--- config.mk ---
export PLATFORM = sky130hd
export DESIGN_NAME = pipeline_result_packer
export DESIGN_NICKNAME = d
export VERILOG_FILES = /design/src/rtl/packer_pkg.sv /design/src/rtl/packer_fifo.sv /design/src/rtl/pipeline_result_packer.sv
export SDC_FILE = /design/constraint.sdc
export NUM_CORES = 1
export LEC_CHECK = 0
export CORE_ASPECT_RATIO = 0.8
export CORE_UTILIZATION = 53
export DETAILED_ROUTE_END_ITERATION = 8
export MAX_ROUTING_LAYER = met4
export PLACE_DENSITY = 0.75
export RECOVER_POWER = 50
export SYNTH_ARGS = -nofsm -noshare
export SYNTH_HDL_FRONTEND = slang
export SYNTH_HIERARCHICAL = 1
export SYNTH_SLANG_ARGS = --single-unit
--- constraint.sdc ---
create_clock -name clk -period 2.7 [get_ports clk]
set_input_delay 0.54 -clock clk [delete_from_list [all_inputs] [get_ports clk]]
set_output_delay 0.54 -clock clk [all_outputs]
set_load 0.01 [all_outputs]
--- src/rtl/packer_pkg.sv ---
// Shared constants and helpers for the pipeline result packer.
//   DEF_DATA_WIDTH / DEF_BEATS / DEF_FIFO_DEPTH : default parameter values
//   asm_state_t                                 : assembler state encoding
//   level_width()                               : width of a 0..depth occupancy count
package packer_pkg;

   localparam int DEF_DATA_WIDTH = 8;
   localparam int DEF_BEATS      = 4;
   localparam int DEF_FIFO_DEPTH = 4;

   typedef enum logic {
      ST_EMPTY   = 1'b0,
      ST_FILLING = 1'b1
   } asm_state_t;

   // The count has to reach depth itself, so it needs room for depth+1 values.
   function automatic int level_width(input int depth);
      return $clog2(depth + 1);
   endfunction

endpackage

--- src/rtl/packer_fifo.sv ---
// First-word-fall-through word buffer for the result packer.
//   clk, rst     : clock, asynchronous active-low reset
//   i_push       : write request for i_push_data
//   i_push_data  : entry to store ({partial, word} in the packer)
//   i_pop        : remove the head entry (ignored when empty)
//   o_head       : head entry, straight from storage
//   o_level      : number of entries held
//   o_push_ok    : this cycle's push is accepted (room, or a pop frees a slot)
module packer_fifo
   import packer_pkg::*;
#(
   parameter int WIDTH   = 33,
   parameter int DEPTH   = DEF_FIFO_DEPTH,
   parameter int LEVEL_W = level_width(DEPTH)
) (
   input  logic               clk,
   input  logic               rst,
   input  logic               i_push,
   input  logic [WIDTH-1:0]   i_push_data,
   input  logic               i_pop,
   output logic [WIDTH-1:0]   o_head,
   output logic [LEVEL_W-1:0] o_level,
   output logic               o_push_ok
);

   localparam int PTR_W = $clog2(DEPTH);

   logic [WIDTH-1:0]   r_mem [DEPTH];
   logic [PTR_W-1:0]   r_wr_ptr;
   logic [PTR_W-1:0]   r_rd_ptr;
   logic [LEVEL_W-1:0] r_level;

   logic w_full;
   logic w_pop;

   assign w_full    = (r_level == LEVEL_W'(DEPTH));
   assign w_pop     = i_pop && (r_level != '0);
   // When full, a same-cycle pop frees the slot the write pointer is aiming at.
   assign o_push_ok = i_push && (!w_full || w_pop);

   assign o_head  = r_mem[r_rd_ptr];
   assign o_level = r_level;

   // Pointers wrap naturally because DEPTH is a power of two.
   always_ff @(posedge clk or negedge rst) begin
      if (!rst) begin
         r_wr_ptr <= '0;
         r_rd_ptr <= '0;
         r_level  <= '0;
         for (int i = 0; i < DEPTH; i++) begin
            r_mem[i] <= '0;
         end
      end else begin
         if (o_push_ok) begin
            r_mem[r_wr_ptr] <= i_push_data;
            r_wr_ptr        <= r_wr_ptr + PTR_W'(1);
         end
         if (w_pop) begin
            r_rd_ptr <= r_rd_ptr + PTR_W'(1);
         end
         case ({o_push_ok, w_pop})
            2'b10:   r_level <= r_level + LEVEL_W'(1);
            2'b01:   r_level <= r_level - LEVEL_W'(1);
            default: r_level <= r_level;
         endcase
      end
   end

endmodule

--- src/rtl/pipeline_result_packer.sv ---
// Packs BEATS result beats from the upstream pipeline into one output word and
// buffers finished words in a small FWFT FIFO. A partially filled word is
// flushed (unfilled lanes zero, out_partial=1) once the upstream goes idle.
//   clk, rst     : clock, asynchronous active-low reset
//   data_in      : result beat;  valid_in : beat qualifier
//   busy_in      : upstream still has work in flight (holds off a flush)
//   out_ready    : downstream takes the head word
//   clear_ovf    : clears the sticky overflow flag
//   out_data     : head word;  out_valid : head present
//   out_partial  : head word came from a flush
//   fifo_level   : words buffered;  overflow : a word was dropped
//
// state      | meaning
// -----------+-----------------------------------------------
// ST_EMPTY   | no beats held, next beat goes to lane 0
// ST_FILLING | 1..BEATS-1 beats held, r_idx is the next lane
module pipeline_result_packer
   import packer_pkg::*;
#(
   parameter int DATA_WIDTH = DEF_DATA_WIDTH,
   parameter int BEATS      = DEF_BEATS,
   parameter int FIFO_DEPTH = DEF_FIFO_DEPTH
) (
   input  logic                                  clk,
   input  logic                                  rst,
   input  logic [DATA_WIDTH-1:0]                 data_in,
   input  logic                                  valid_in,
   input  logic                                  busy_in,
   input  logic                                  out_ready,
   input  logic                                  clear_ovf,
   output logic [DATA_WIDTH*BEATS-1:0]           out_data,
   output logic                                  out_valid,
   output logic                                  out_partial,
   output logic [level_width(FIFO_DEPTH)-1:0]    fifo_level,
   output logic                                  overflow
);

   localparam int WORD_W  = DATA_WIDTH * BEATS;
   localparam int IDX_W   = $clog2(BEATS);
   localparam int LEVEL_W = level_width(FIFO_DEPTH);

   asm_state_t          r_state;
   logic [IDX_W-1:0]    r_idx;
   logic [WORD_W-1:0]   r_lanes;
   logic                r_overflow;

   logic [WORD_W-1:0]   w_lanes_next;
   logic                w_last;
   logic                w_complete;
   logic                w_flush;
   logic                w_push;
   logic [WORD_W:0]     w_push_entry;
   logic                w_push_ok;
   logic                w_pop;
   logic [WORD_W:0]     w_head;
   logic [LEVEL_W-1:0]  w_level;

   always_comb begin
      w_lanes_next = r_lanes;
      w_lanes_next[r_idx*DATA_WIDTH +: DATA_WIDTH] = data_in;
   end

   assign w_last     = (r_idx == IDX_W'(BEATS - 1));
   assign w_complete = valid_in && w_last;
   // A new beat always wins over a flush; busy_in only matters while filling.
   assign w_flush    = (r_state == ST_FILLING) && !valid_in && !busy_in;
   assign w_push     = w_complete || w_flush;
   // Lanes are cleared after every push, so a flushed word has zeroed upper lanes.
   assign w_push_entry = w_complete ? {1'b0, w_lanes_next} : {1'b1, r_lanes};

   always_ff @(posedge clk or negedge rst) begin
      if (!rst) begin
         r_state <= ST_EMPTY;
         r_idx   <= '0;
         r_lanes <= '0;
      end else begin
         if (valid_in) begin
            if (w_last) begin
               r_state <= ST_EMPTY;
               r_idx   <= '0;
               r_lanes <= '0;
            end else begin
               r_state <= ST_FILLING;
               r_idx   <= r_idx + IDX_W'(1);
               r_lanes <= w_lanes_next;
            end
         end else if (w_flush) begin
            r_state <= ST_EMPTY;
            r_idx   <= '0;
            r_lanes <= '0;
         end
      end
   end

   // Setting wins over clearing so a drop in the clear cycle is not lost.
   always_ff @(posedge clk or negedge rst) begin
      if (!rst) begin
         r_overflow <= 1'b0;
      end else if (w_push && !w_push_ok) begin
         r_overflow <= 1'b1;
      end else if (clear_ovf) begin
         r_overflow <= 1'b0;
      end
   end

   assign w_pop = out_valid && out_ready;

   packer_fifo #(
      .WIDTH   (WORD_W + 1),
      .DEPTH   (FIFO_DEPTH),
      .LEVEL_W (LEVEL_W)
   ) u_fifo (
      .clk         (clk),
      .rst         (rst),
      .i_push      (w_push),
      .i_push_data (w_push_entry),
      .i_pop       (w_pop),
      .o_head      (w_head),
      .o_level     (w_level),
      .o_push_ok   (w_push_ok)
   );

   assign fifo_level  = w_level;
   assign out_valid   = (w_level != '0);
   assign out_data    = w_head[WORD_W-1:0];
   assign out_partial = w_head[WORD_W];
   assign overflow    = r_overflow;

endmodule

-- Word level (Yosys, flattened, before mapping)
Index checks and enable logic that the tools add are counted.
- register bits after elaboration: 175
- input port bits: 14
- output and inout bits: 38
- logic and storage cells: 66
- $add $sub $neg: 6
- $lt $le $gt $ge: 3
- equal/unequal tests: 4
- shift-type cells: 2
- muxes and demuxes: 20
- bitwise logic cells: 2
- reduce and logical (&&, ||, !) cells: 18
- operators with widths (operator ; number):
    132-bit bitwise mux ; 1
    33-bit 2-to-1 mux ; 4
    32-bit 2-to-1 mux ; 3
    33-bit binary-select mux with 2-bit select ; 1
    33-bit demux with 2-bit select ; 1
    5-bit negator with 34-bit output ; 1
    8-bit by 34-bit variable shift with 32-bit output (first input constant) ; 1
    8-bit by 34-bit variable part select with 32-bit output ; 1
    32-bit bitwise mux ; 1
    1-bit logical AND ; 8
    2-bit by 1-bit adder with 2-bit output (second input constant) ; 3
    3-bit greater-or-equal comparator (second input constant) ; 2
    2-bit 2-to-1 mux ; 3
    2-bit inverter with 3-bit output ; 2
    3-bit case mux with 2 select lines ; 1
    2-bit nonzero test ; 3
    1-bit 2-to-1 mux ; 5
    2-bit equality test (second input constant) ; 2
    1-bit logical NOT ; 4
    3-bit by 1-bit adder with 3-bit output (second input constant) ; 1
    3-bit equality test (second input constant) ; 1
    3-bit by 1-bit less-than comparator with 1-bit output (second input constant) ; 1
    3-bit nonzero test ; 1
    3-bit by 1-bit subtractor with 3-bit output (second input constant) ; 1
    2 further kinds ; 3

-- Logic depth before layout (Yosys ltp)
- depth in word-level cells: 8
- depth in mapped cells: 11
- depth with buffers taken out: 10

-- By module
The synthesis kept the hierarchy.
- by module, submodules not included (module ; times used ; cells an instance ; area each (um2) ; sequential area each (um2)):
    packer_fifo ; 1 ; 357 ; 6144.6 ; 3478.3
    pipeline_result_packer ; 1 ; 157 ; 1861.8 ; 900.9

-- Worst setup path after synthesis
OpenSTA, ideal clock, no wires.
- kind: reg2reg
- start point: register u_fifo.r_level[1], in the netlist u_fifo/o_level[1]
- end point: register u_fifo.r_level[2], in the netlist u_fifo/o_level[2]
- library setup time: 79 ps
- arrival time: 2678 ps
- data required time: 2621 ps
- path slack: -57 ps
- stages on the path, launching flop included: 11
- path buffers: 0
- clock period less this slack: 2757 ps
- path through: dfrtp_1 > or3_1 > and2_1 > nor4b_4 > nand2b_1 > ha_1 > inv_1 > fa_1 > xor2_1 > nor2_1 > xor2_1
- word-level cells in the longest chain between the ends: 7
- elaborated cells between the ends (all ways): 13
- those cells by class: 2 x add/sub; 3 x eq/ne; 1 x mux; 7 x reduce/logical
- ends and longest elaborated chain (element ; line ; source):
    start, declared ; packer_fifo.sv:31 ; logic [LEVEL_W-1:0] r_level;
    start signal, assigned ; packer_fifo.sv:62 ; 2'b10: r_level <= r_level + LEVEL_W'(1);
    start signal, assigned ; packer_fifo.sv:63 ; 2'b01: r_level <= r_level - LEVEL_W'(1);
    start signal, assigned ; packer_fifo.sv:64 ; default: r_level <= r_level;
    3-bit nonzero test (*) ; pipeline_result_packer.sv:124 ; assign out_valid = (w_level != '0);
    via out_valid ; pipeline_result_packer.sv:32 ; output logic out_valid,
    1-bit logical AND (*) ; pipeline_result_packer.sv:106 ; assign w_pop = out_valid && out_ready;
    via w_pop ; pipeline_result_packer.sv:54 ; logic w_pop;
    1-bit logical AND (*) ; packer_fifo.sv:37 ; assign w_pop = i_pop && (r_level != '0);
    1-bit logical OR ; packer_fifo.sv:39 ; assign o_push_ok = i_push && (!w_full || w_pop);
    1-bit logical AND ; packer_fifo.sv:39 ;
    2-bit by 1-bit equality test with 1-bit output or 2-bit equality test (tied branches) ; packer_fifo.sv:61 ; case ({o_push_ok, w_pop})
    3-bit case mux with 2 select lines or 2-bit nonzero test (tied branches) ; - ;
The timed path passes the listed nets; every way through them passes the cells marked *.
A chain may end at the register's enable or synchronous reset.

-- Final worst setup path
- start point: register u_fifo.r_rd_ptr[0]
- end point: output port out_data[3]
- word-level cells in the longest chain between the ends: 4
- ends and longest elaborated chain (element ; line ; source):
    start, declared ; packer_fifo.sv:30 ; logic [PTR_W-1:0] r_rd_ptr;
    start signal, assigned ; packer_fifo.sv:59 ; r_rd_ptr <= r_rd_ptr + PTR_W'(1);
    2-bit inverter with 3-bit output (implied by the code) ; packer_fifo.sv:41 ; assign o_head = r_mem[r_rd_ptr];
    33-bit binary-select mux with 2-bit select ; packer_fifo.sv:41 ;
    33-bit 2-to-1 mux (implied by the code) (2 in a row) ; packer_fifo.sv:41 ;
    end, declared ; pipeline_result_packer.sv:31 ; output logic [DATA_WIDTH*BEATS-1:0] out_data,
No other way between the ends. The select of a mux whose other input is x is not followed.

==> flow_summary.json <==
{
  "ioPinCount": 52,
  "maxSlewViolCount": 58,
  "core_sq_um": 14490,
  "r2r_slack_ns": 0.13,
  "drtIter0Drc": 249,
  "fin_area_sq_um": 9499,
  "arrival_ns": 2.12,
  "vias": 4803,
  "ff2ff_path_depth": 10,
  "dp_hpwl_um": 11100,
  "synth_compound_area_share_pct": 7.079,
  "r2r_start": "u_fifo/o_level[1]$_DFFE_PN0P_",
  "layout_min_cycle_time_ns": 2.656,
  "place.gp.congestion": 0.9166,
  "status": "finished with violations",
  "p_per_area_nw_per_um2": 861.3,
  "crit_fanout": 8,
  "std_cell_rows": 39,
  "synth-xor-area-share_pct": 0.6564,
  "finalCritPeriodShare_pct": 98.37,
  "firstDrtPassIters": 5,
  "place_area_sq_um": 8877,
  "cap_violations": 1,
  "clock_latency_ns": 0.43,
  "fin_util_pct": 65.54,
  "crit_required_ns": 2.16,
  "clock-sinks": 175,
  "drc": 0,
  "synth_top_family_by_area": "multiplexers",
  "area_delta_synth_final_pct": 18.64,
  "power.leakage_nw": 4.696,
  "syn-num-nets": 539,
  "initial_core_util_pct": 55.24,
  "fin_setup_tns_ns": 0,
  "numPortBuffers": 51,
  "clock_tree.buffer_depth": 2,
  "layout.nets": 615,
  "peakVddDrop_v": 0.0006364,
  "fin_worst_skew_ns": 0.005543,
  "diodes": 0,
  "cp-end-kind": "output port",
  "cts_max_level": 4,
  "die_h_um": 111.9,
  "antenna_left": 0,
  "grt_antenna_before_repair": 0,
  "avgSynthCellArea_sq_um": 15.58,
  "violations": "max-capacitance violations, max-slew violations",
  "setup_viol": 0,
  "yosysWarnings": 6,
  "synth_area_sq_um": 8006,
  "max_slew_margin_pct": -0.3846,
  "overflow": 0,
  "drive_gt1_share_pct": 39.93,
  "worst_pin_slew_ns": 1.506,
  "grt_pass1_wl_um": 28060,
  "start_kind": "flop",
  "wirelength_um": 17120,
  "synthArstFlopShare_pct": 100.0,
  "cts_tree": "yes",
  "synth_edf_count": 0,
  "ys_types": 43,
  "hold_viol_final": 0,
  "grt_start_max_net_pins": 59,
  "synth_flop_cell": "dfrtp_1",
  "wl_per_cell_um": 21.81,
  "hold_ws_ns": 0.4847,
  "synthSimpleGateAreaFrac_pct": 4.235,
  "ys_ff_latch": 175,
  "vias_per_cell": 6.118,
  "root_buffer": "clkbuf_16",
  "cts_buffers": 17,
  "criticalPathCategory": "reg -> out",
  "track_usage_pct": 24.64,
  "hp-class": "in -> async",
  "fmaxAchievable_mhz": 376.5,
  "die-area_sq_um": 15600,
  "yosysSeqAreaShare_pct": 54.70,
  "path_clk_slew_ns": 0.06,
  "synth_fa_ha_area_share_pct": 1.813,
  "grt_pass1_vias": 5132,
  "dieWidth_um": 139.4,
  "reg2reg_to": "u_fifo/o_level[2]$_DFFE_PN0P_",
  "synthCells": 514,
  "muxShareOfSynthArea_pct": 28.24
}
[metal layers]
layer	track usage, %	wire (um)	vias to the layer above	share of wire, %
li1	-	-	2085	-
met1	32.63	7586	2559	44
met2	38.22	8438	134	49
met3	4.559	804	25	4.7
met4	9.111	288	0	1.7
met5	-	0	-	0
[what timing repair did]
| item | 4_1_cts | 5_1_grt |
|---|---|---|
| gates cloned | 0 | 2 |
| resized for setup | 0 | 15 |
| buffers inserted | 2 | 1 |
| endpoints found under the setup margin | 28 | 26 |
| hold endpoints to repair | 0 | 0 |
| hold buffers | 0 | 0 |
[cells in the final DEF, fill, tap and decap left out, drive strengths merged, types with 2 or more instances in the layout]
cell type / n
a32o: 6
o2bb2ai: 2
mux2i: 2
clkinv: 4
nand3: 3
clkdlybuf4s50: 35
and3: 2
mux4: 33
dfrtp: 175
o22ai: 3
mux2: 133
inv: 14
a22o: 49
clkbuf: 34
xnor2: 3
dlymetal6s2s: 15
and2: 9
nor3: 3
buf: 23
nor4b: 2
nand2: 9
o21ai: 2
nor2: 8
xor2: 3
nor2b: 2
ha: 10
nand2b: 5
[registers in the layout (all words and copies together) (netlist names)]
register / flops
u_fifo/r_rd_ptr: 2
overflow: 1
r_lanes: 32
r_state: 1
u_fifo/r_mem: 132
r_idx: 2
u_fifo/o_level: 3
u_fifo/r_wr_ptr: 2
[layout make-up]
class / count / area, sq um
fillers: 1017 / 4994
repair buffers: 82 / 904.6
well taps: 184 / 230.2
multi-input cells: 300 / 3392
clock inverters: 5 / 31.28
inverters: 14 / 52.55
flip-flops and latches: 175 / 4383
clock buffers: 25 / 505.5
[worst max-delay path by stage]
stage	to	cells after the start	slack, ns	from
finish	out_data[3]	4	0.04	u_fifo/r_rd_ptr[0]$_DFFE_PN0P_
global route	out_data[7]	4	-0.003	u_fifo/r_rd_ptr[0]$_DFFE_PN0P_
CTS	out_data[1]	3	0.002	u_fifo/r_rd_ptr[0]$_DFFE_PN0P_
detailed placement	u_fifo/o_level[2]$_DFFE_PN0P_	10	-0.02	valid_in
global placement	u_fifo/o_level[2]$_DFFE_PN0P_	10	0.10	valid_in
floorplan	u_fifo/o_level[2]$_DFFE_PN0P_	10	0.00002	u_fifo/o_level[0]$_DFFE_PN0P_
[power by group]
group	internal (mW)	total, mW	switching [mW]
Sequential	3.03	3.27	0.242
Clock	1.29	2.25	0.964
Combinational	1.40	2.66	1.26
[logic make-up (layout without fill, tap and decap cells)]
family                   Yosys count  in the layout
flip-flops                       175            175
multiplexers                     168            168
AO/OA/AOI/OAI                     65             65
AND/OR/NAND/NOR                   50             50
buffers and inverters             39            126
adder cells (fa/ha/maj)           11             11
XOR/XNOR                           6              6
[worst max-delay path, stage by stage (launching register included)]
cell and delay (ns):
dfrtp_2 0.38, buf_12 0.15, clkbuf_16 0.17, mux4_2 0.50, clkdlybuf4s50_1 0.49
[stage by stage]
step	power [mW]	std cells	worst slack (ns)
2_1_floorplan	4.935	514	0.00002132
3_3_place_gp	5.740	750	0.1048
3_5_place_dp	5.839	750	-0.01551
4_1_cts	8.134	782	0.001685
5_1_grt	8.590	785	-0.003383
6_report	8.182	785	0.04390
[cells in the mapped netlist (2+ instances only)]
master | instances | area (sq um)
dfrtp_1 | 175 | 4379
mux2_2 | 133 | 1498
a22o_1 | 49 | 429.2
mux4_2 | 33 | 743.2
buf_6 | 14 | 157.7
inv_1 | 14 | 52.55
ha_1 | 10 | 125.1
and2_1 | 9 | 56.30
nand2_1 | 8 | 30.03
a32o_1 | 6 | 60.06
buf_2 | 6 | 30.03
nor2_2 | 5 | 31.28
clkbuf_1 | 4 | 15.01
nand2b_1 | 4 | 25.02
nand3_1 | 3 | 15.01
nor2_1 | 3 | 11.26
o22ai_1 | 3 | 18.77
xnor2_1 | 3 | 26.28
xor2_1 | 3 | 26.28
and3_1 | 2 | 12.51
mux2i_1 | 2 | 20.02
nor2b_1 | 2 | 12.51
nor3_2 | 2 | 20.02
o2bb2ai_1 | 2 | 17.52
No activity file was read; power rests on OpenSTA's default activity.
